## config.mk

```make
export PLATFORM = sky130hd
export DESIGN_NAME = board_line_clear
export DESIGN_NICKNAME = d
export VERILOG_FILES = /design/src/rtl/tetris_pkg.sv /design/src/rtl/row_full_detect.sv /design/src/rtl/board_line_clear.sv
export SDC_FILE = /design/constraint.sdc
export NUM_CORES = 1
export LEC_CHECK = 0
export CORE_MARGIN = 4
export CORE_UTILIZATION = 59
export DETAILED_ROUTE_END_ITERATION = 10
export DONT_BUFFER_PORTS = 1
export GPL_TIMING_DRIVEN = 0
export PLACE_DENSITY_LB_ADDON = 0.15
export SLEW_MARGIN = 15
export SYNTH_ARGS = -nofsm -noshare
export SYNTH_HDL_FRONTEND = slang
export SYNTH_SLANG_ARGS = --single-unit
```

## constraint.sdc

```tcl
create_clock -name clk -period 8.1 [get_ports clk]
set_input_delay 1.215 -clock clk [delete_from_list [all_inputs] [get_ports clk]]
set_output_delay 1.215 -clock clk [all_outputs]
set_load 0.01 [all_outputs]
```

## src/rtl/tetris_pkg.sv

```systemverilog
// rtl/tetris_pkg.sv - shared board geometry, line-clear FSM states and score table
package tetris_pkg;

  localparam int ROWS  = 20;
  localparam int COLS  = 10;
  localparam int IDX_W = 6;
  localparam int CNT_W = 5;

  localparam logic [IDX_W-1:0] ROWS_IDX = IDX_W'(ROWS);
  localparam logic [CNT_W-1:0] CNT_MAX  = CNT_W'(ROWS);

  typedef enum logic [2:0] {
    ST_IDLE,
    ST_SCAN,
    ST_SAVE_REQ,
    ST_SAVE_WAIT,
    ST_FILL,
    ST_DONE
  } state_t;

  localparam logic [15:0] SCORE_1 = 16'd40;
  localparam logic [15:0] SCORE_2 = 16'd100;
  localparam logic [15:0] SCORE_3 = 16'd300;
  localparam logic [15:0] SCORE_4 = 16'd1200;

  // Four or more rows in one pass all earn the top award.
  function automatic logic [15:0] score_for(input logic [CNT_W-1:0] n);
    case (n)
      5'd0:    score_for = 16'd0;
      5'd1:    score_for = SCORE_1;
      5'd2:    score_for = SCORE_2;
      5'd3:    score_for = SCORE_3;
      default: score_for = SCORE_4;
    endcase
  endfunction

endpackage

```

## src/rtl/row_full_detect.sv

```systemverilog
// rtl/row_full_detect.sv - flags a row whose every column is occupied
module row_full_detect
  import tetris_pkg::*;
(
  input  logic [COLS-1:0] row,
  output logic            full
);

  assign full = &row;

endmodule

```

## src/rtl/board_line_clear.sv

```systemverilog
// rtl/board_line_clear.sv - removes full rows, compacts and zero-fills via board_save writes
// Optional running score is built only when LINE_CLEAR_SCORE_EN is defined.
module board_line_clear
  import tetris_pkg::*;
(
  input  logic                 clk,
  input  logic                 rst_n,
  input  logic                 start,
  input  logic [ROWS*COLS-1:0] board,
  input  logic                 ready_from_board,
  input  logic                 resp_from_board,
  output logic                 req_save_to_board,
  output logic                 req_analy_to_board,
  output logic [IDX_W-1:0]     row_idx,
  output logic [COLS-1:0]      row_info,
  output logic                 busy,
  output logic                 done,
  output logic [CNT_W-1:0]     lines_cleared,
  output logic [15:0]          score
);

  state_t           state, state_nxt;
  logic [COLS-1:0]  snap [ROWS];
  logic [IDX_W-1:0] rd, wr;
  logic [CNT_W-1:0] cnt;
  logic             from_scan;
  logic [COLS-1:0]  cur_row;
  logic             cur_full;
  logic             scan_end, fill_end;
  logic             busy_nxt, req_save_nxt, req_analy_nxt, done_nxt;

  assign scan_end = (rd == ROWS_IDX);
  assign fill_end = (wr == ROWS_IDX);

  always_comb begin
    cur_row = '0;
    for (int r = 0; r < ROWS; r++) begin
      if (rd == IDX_W'(r)) cur_row = snap[r];
    end
  end

  row_full_detect u_row_full (
    .row  (cur_row),
    .full (cur_full)
  );

  always_ff @(posedge clk or negedge rst_n) begin
    if (!rst_n) state <= ST_IDLE;
    else        state <= state_nxt;
  end

  always_comb begin
    state_nxt = state;
    case (state)
      ST_IDLE:      if (start) state_nxt = ST_SCAN;
      ST_SCAN: begin
        if (scan_end)                  state_nxt = (cnt != '0) ? ST_FILL : ST_DONE;
        else if (!cur_full && wr != rd) state_nxt = ST_SAVE_REQ;
      end
      ST_SAVE_REQ:  if (resp_from_board) state_nxt = ST_SAVE_WAIT;
      ST_SAVE_WAIT: if (ready_from_board) state_nxt = from_scan ? ST_SCAN : ST_FILL;
      ST_FILL:      state_nxt = fill_end ? ST_DONE : ST_SAVE_REQ;
      ST_DONE:      state_nxt = ST_IDLE;
      default:      state_nxt = ST_IDLE;
    endcase
  end

  // Outputs are registered from the upcoming state so they line up with it.
  always_comb begin
    busy_nxt      = (state_nxt == ST_SCAN) || (state_nxt == ST_SAVE_REQ) ||
                    (state_nxt == ST_SAVE_WAIT) || (state_nxt == ST_FILL);
    req_save_nxt  = (state_nxt == ST_SAVE_REQ);
    req_analy_nxt = (state_nxt == ST_SCAN);
    done_nxt      = (state_nxt == ST_DONE);
  end

  always_ff @(posedge clk or negedge rst_n) begin
    if (!rst_n) begin
      busy               <= 1'b0;
      req_save_to_board  <= 1'b0;
      req_analy_to_board <= 1'b0;
      done               <= 1'b0;
      lines_cleared      <= '0;
    end else begin
      busy               <= busy_nxt;
      req_save_to_board  <= req_save_nxt;
      req_analy_to_board <= req_analy_nxt;
      done               <= done_nxt;
      if (state == ST_IDLE && start) lines_cleared <= '0;
      else if (done_nxt)             lines_cleared <= cnt;
    end
  end

  always_ff @(posedge clk or negedge rst_n) begin
    if (!rst_n) begin
      for (int r = 0; r < ROWS; r++) snap[r] <= '0;
      rd        <= '0;
      wr        <= '0;
      cnt       <= '0;
      from_scan <= 1'b0;
      row_idx   <= '0;
      row_info  <= '0;
    end else begin
      case (state)
        ST_IDLE: begin
          if (start) begin
            for (int r = 0; r < ROWS; r++) snap[r] <= board[r*COLS +: COLS];
            rd  <= '0;
            wr  <= '0;
            cnt <= '0;
          end
        end
        ST_SCAN: begin
          if (!scan_end) begin
            if (cur_full) begin
              cnt <= (cnt == CNT_MAX) ? cnt : cnt + 1'b1;
              rd  <= rd + 1'b1;
            end else if (wr == rd) begin
              wr <= wr + 1'b1;
              rd <= rd + 1'b1;
            end else begin
              row_idx   <= wr;
              row_info  <= cur_row;
              from_scan <= 1'b1;
            end
          end
        end
        ST_SAVE_WAIT: begin
          if (ready_from_board) begin
            wr <= wr + 1'b1;
            if (from_scan) rd <= rd + 1'b1;
          end
        end
        ST_FILL: begin
          if (!fill_end) begin
            row_idx   <= wr;
            row_info  <= '0;
            from_scan <= 1'b0;
          end
        end
        default: ;
      endcase
    end
  end

`ifdef LINE_CLEAR_SCORE_EN
  always_ff @(posedge clk or negedge rst_n) begin
    if (!rst_n)        score <= '0;
    else if (done_nxt) score <= score + score_for(cnt);
  end
`else
  assign score = '0;
`endif

endmodule

```

==> run_results.csv, run 1 <==
group,metric,value,unit
flow_run,drv_cap,0,
clock_tree,post_cts_resized,0,
final_layout,n_fill_cell,1754,
yosys,synth_commonest_cells,"nand2_1 (665), dfrtp_1 (246), clkbuf_1 (57)",
clock_tree,clock_latency,0.54,ns
drt,drtIter0Drc,1151,
timing,fin_crit,5.31,ns
floorplan,fp.dieW,154,um
timing,rsz0062_at_grt,"no",
floorplan,rows,53,
clock_tree,clk_pin_slew,0.06,ns
drt,wire_per_inst,23.5,um
hold_path,hold_class,"in2async",
timing,finalCritPeriodShare,65.6,%
yosys,synth_ff_type,"dfrtp_1",
yosys,yosysWarnings,0,
drt,ant_nets,0,
clock_tree,htreeDepth,1,
critical_path,cp_max_fo,10,
final_layout,fin_util,65.8,%
floorplan,start_util,59.9,%
critical_path,crit_arrival,5.72,ns
placement,hpwlAfterDp,32500,um
floorplan,die-area,0.0237,mm^2
grt,grt_pass1_vias,11452,
yosys,async_flop_share,100,%
yosys,synth_cell_types,85,
clock_tree,postCtsHoldBufs,0,
final_layout,diodes,0,
final_layout,num-nets-final,1759,
grt,grt_max_degree,247,
drt,drt-met1-wl,16700,um
timing,tns,0,ns
floorplan,coreArea,0.0210,mm^2
timing,fin_hold_ws,0.382,ns
yosys,post-synth-top-count-cell,"nand2_1",
power,p_leak,0.00682,uW
grt,overflow,0,
critical_path,critPathLaunchType,"register",
final_layout,seq_area,0.00616,mm^2
final_layout,drive_above_1_share,7.43,%
clock_tree,cts_buffers,25,
timing,fin_skew,0.0130,ns
yosys,synth_top_area_share,48.9,%
timing,final-hold-violation-count,0,
final_layout,area_delta_synth_final,9.88,%
critical_path,required,8.51,ns
clock_tree,cts-root-buf,"clkbuf_16",
drt,via_per_inst,6.20,
yosys,ys_ff_latch,246,
drt,drc,0,
drt,wl_met2,21000,um
yosys,yosysSeqAreaShare,48.9,%
timing,setup_viol,0,
grt,grt_usage,35.3,%
placement,place_congestion,1.03,
clock_tree,clock-sinks,246,
clock_tree,cts_setup_buffers,0,
floorplan,io_pins,246,
floorplan,die_h,154,um
critical_path,critical_path_class,"reg2reg",
timing,max_slew_margin,28.7,%
clock_tree,cts_max_path_buffers,3,
critical_path,cp-end-kind,"register",
drt,wl,43200,um
power,vdd_drop_max,0.249,mV
timing,slew_viol_final,0,
grt,grt_pass1_wl,65200,um
yosys,synth_edf_count,0,
drt,met3_length,3560,um
timing,tightest_slew,1.07,ns
drt,via_count,11397,
drt,dr.pass1.iters,6,
placement,io_buffers,0,
drt,highest_layer,"met4",
yosys,synth_area_leaders,"dfrtp_1 (49%), nand2_1 (20%), o21ai_0 (1.9%), clkbuf_1 (1.7%), mux2i_1 (1.4%)",
run_status,status,"finished clean",
yosys,synth_area_leader_cell,"dfrtp_1",
yosys,syn_area,0.0126,mm^2
yosys,syn_inst,1504,
grt,grt_antenna_before_repair,0,
clock_tree,cts_tree,"built",
yosys,syn_area_per_cell,8.37,um^2
final_layout,multi_input_area,0.00591,mm^2
power,power.density,381,mW/mm^2
timing,fmax,0.188,GHz
[state kept, by name (all words and copies together), names as in the netlist, 3 cells and up]
signal	flops
rd	6
snap	200
wr	6
lines_cleared	5
cnt	5
row_idx	6
row_info	10
state	3
[through the flow]
step	instance area [um^2]	power [uW]	setup slack, ns	std cells
floorplan	12600	3330	4.42	1519
CTS	13800	5220	2.92	1837
finish	13800	5270	2.79	1837
global placement	13000	3950	2.95	1794
global route	13800	5560	2.72	1837
detailed placement	13000	4010	2.95	1794
[path summary, 6_finish.rpt]
check / from / to / slack, ns / cells past startpoint
max in group asynchronous: rst_n / snap[112] / 7.21 / 0
worst max register to register: rd[0] / row_idx[3] / 2.79 / 14
worst min register to register: snap[184] / snap[184] / 0.48 / 2
min in group clk: snap[184] / snap[184] / 0.48 / 2
worst min-delay path: rst_n / wr[0] / 0.38 / 0
worst max-delay path: rd[0] / row_idx[3] / 2.79 / 14
[cells by family after synthesis]
group                      share of synthesized area [%]
muxes                                               2.42
adders and majority gates                          0.795
buffers and inverters                               4.62
DFF                                                 48.9
and+or+nand+nor                                     29.8
xor gates and xnor gates                           0.417
AOI/OAI and AO/OA                                   13.0
other                                             0.0298
[layout make-up]
| type | instances | share of cell area [%] |
|---|---|---|
| well taps | 275 | 2.49 |
| clock buffers | 34 | 5.20 |
| multi-input cells | 1153 | 42.7 |
| clock inverters | 9 | 0.896 |
| flip-flops and latches | 246 | 44.5 |
| inverters | 20 | 0.543 |
| plain buffers | 100 | 3.66 |
[layer usage]
metal,vias up,track usage [%]
li1,5119,-
met1,5551,45.7
met2,607,59.8
met3,120,5.94
met4,0,13.1
met5,-,0
[power breakdown]
part / switching (uW) / internal [uW]
sequential: 417 / 1760
clock: 485 / 713
combinational: 1260 / 642
[worst max-delay path: stages (launching register included)]
cell,delay (ns)
dfrtp_1,0.47
inv_1,0.12
ha_1,0.31
clkbuf_1,0.61
nor2_1,0.23
a2111oi_0,0.42
o221ai_1,0.22
a2111oi_0,0.76
o211a_1,0.30
o311ai_1,0.22
or3_1,0.48
o21ba_2,0.28
buf_6,0.14
a21boi_4,0.30
mux2_4,0.33
[layout by cell type, fill, tap and decap left out, drive strengths merged, types with 18 or more instances in the layout]
| cell | synthesis | routed |
|---|---|---|
| buf | 43 | 43 |
| nand3 | 23 | 23 |
| nor2 | 49 | 49 |
| nor3 | 27 | 27 |
| dfrtp | 246 | 246 |
| a221oi | 20 | 20 |
| nand2 | 665 | 665 |
| o21ai | 48 | 48 |
| mux2i | 18 | 18 |
| a21oi | 34 | 34 |
| nand2b | 22 | 22 |
| o22ai | 21 | 21 |
| clkbuf | 57 | 91 |
| inv | 20 | 21 |
No activity file was read; power rests on OpenSTA's default activity.
==> run 2, diff against run 1 <==
==> constraint.sdc (replaced) <==
create_clock -name clk -period 5.55 [get_ports clk]
set_input_delay 0.8325 -clock clk [delete_from_list [all_inputs] [get_ports clk]]
set_output_delay 0.8325 -clock clk [all_outputs]
set_load 0.01 [all_outputs]
==> run_results.csv, run 2 (same netlist as run 1, synthesis figures left out) <==
group,metric,value,unit
floorplan,coreArea,0.0210,mm^2
power,vdd_drop_max,0.364,mV
timing,fin_crit,5.39,ns
timing,slew_viol_final,0,
power,p_total,7710,uW
flow_run,drv_cap,0,
placement,io_buffers,0,
critical_path,cp-end-kind,"register",
placement,numPlacedInstances,1794,
drt,drc,0,
hold_path,hold_class,"in2async",
placement,place_congestion,1.03,
clock_tree,clock_latency,0.54,ns
timing,layout_setup_ws,0.163,ns
drt,via_per_inst,6.23,
drt,wire_per_inst,23.8,um
drt,drtIter0Drc,1169,
grt,grt_usage,35.5,%
timing,finalCritPeriodShare,97.1,%
grt,grt_antenna_before_repair,0,
final_layout,reg_top3,"snap x200, row_info x10",
floorplan,start_util,59.9,%
placement,place_area,0.0130,mm^2
critical_path,regToRegSetupSlack,0.16,ns
power,p_leak,0.00685,uW
timing,setup_viol,0,
grt,grt_pass1_vias,11451,
timing,fmax,0.186,GHz
clock_tree,htreeDepth,1,
critical_path,cp_max_fo,10,
critical_path,critical_path_class,"reg2reg",
floorplan,rows,53,
clock_tree,clock-sinks,246,
drt,dr.pass1.iters,6,
power,power.density,555,mW/mm^2
final_layout,layout_commonest_cell,"nand2_1",
final_layout,diodes,0,
drt,ant_nets,0,
timing,rsz0062_at_grt,"no",
run_status,status,"finished clean",
floorplan,die-area,0.0237,mm^2
placement,hpwlAfterDp,32500,um
final_layout,largest_reg_flops,200,
timing,tightest_slew,1.09,ns
timing,tns,0,ns
final_layout,stdcell_area,0.0139,mm^2
final_layout,top_register,"snap",
timing,fin_skew,0.00981,ns
critical_path,critPathLaunchType,"register",
floorplan,io_pins,246,
drt,wl,43700,um
clock_tree,post_cts_resized,0,
final_layout,drive_above_1_share,7.54,%
clock_tree,clk_pin_slew,0.06,ns
timing,max_slew_margin,27.0,%
grt,grt_pass1_wl,65500,um
clock_tree,cts-root-buf,"clkbuf_16",
clock_tree,cts_tree,"built",
clock_tree,cts_buffers,25,
clock_tree,cts_setup_buffers,0,
drt,via_count,11469,
final_layout,stdcell_count,1840,
placement,dp_slack,0.403,ns
critical_path,required,5.96,ns
final_layout,final_cell_mix,"nand2_1 (665), dfrtp_1 (246), clkbuf_1 (60)",
critical_path,crit_arrival,5.80,ns
floorplan,die_h,154,um
clock_tree,postCtsHoldBufs,1,
grt,grt_max_degree,223,
final_layout,area_delta_synth_final,10.3,%
timing,final-hold-violation-count,0,
grt,overflow,0,
final_layout,num-nets-final,1762,
clock_tree,cts_max_path_buffers,3,
floorplan,fp.dieW,154,um
-- run 2: metrics by stage --
step	hold slack, ns	utilization (%)
after global routing	0.00437	66.1
after CTS	0.000120	65.9
final	0.0224	66.1
after floorplan	0.437	-
after global placement	0.452	61.8
after detailed placement	0.461	61.8
-- run 2: path summary, 6_finish.rpt --
path,cells past startpoint,to,start
setup reg to reg,14,row_idx[0],rd[0]
hold / removal,0,from_scan,rst_n
hold reg to reg,2,snap[103],snap[103]
setup / recovery,14,row_idx[0],rd[0]
max in group asynchronous,1,row_info[3],rst_n
min in group clk,2,snap[191],board[1]
-- run 2: routing by layer --
| metal | vias to the layer above | wire length, um | GRT usage (%) |
|---|---|---|---|
| li1 | 5129 | - | - |
| met2 | 631 | 21300 | 59.9 |
| met3 | 118 | 3620 | 6.47 |
| met5 | - | 0 | 0 |
| met4 | 0 | 1890 | 13.0 |
| met1 | 5591 | 16900 | 46.0 |
-- run 2: report_power, final --
group | total, uW | internal (uW) | switching, uW | leakage (uW)
Clock | 1750 | 1040 | 708 | 0.000421
Sequential | 3170 | 2560 | 611 | 0.00310
Combinational | 2790 | 941 | 1850 | 0.00332
Total | 7710 | 4540 | 3170 | 0.00685
-- run 2: layout make-up --
type,count,area [um^2]
plain buffers,100,507
clock buffers,34,719
repair buffers,3,57.6
multi-input cells,1153,5910
clock inverters,9,124
inverters,20,75.1
flip-flops and latches,246,6160
well taps,275,344
fillers,1744,7130
-- run 2: critical path, cell delays in order (launching register included) --
cell       delay (ns)
dfrtp_1          0.47
inv_1            0.12
ha_1             0.31
clkbuf_1         0.62
nor2_1           0.24
a2111oi_0        0.42
o221ai_1         0.22
a2111oi_0        0.81
o211a_1          0.30
o311ai_1         0.21
or3_1            0.48
o21ba_2          0.28
buf_6            0.14
a21boi_4         0.30
mux2_4           0.34
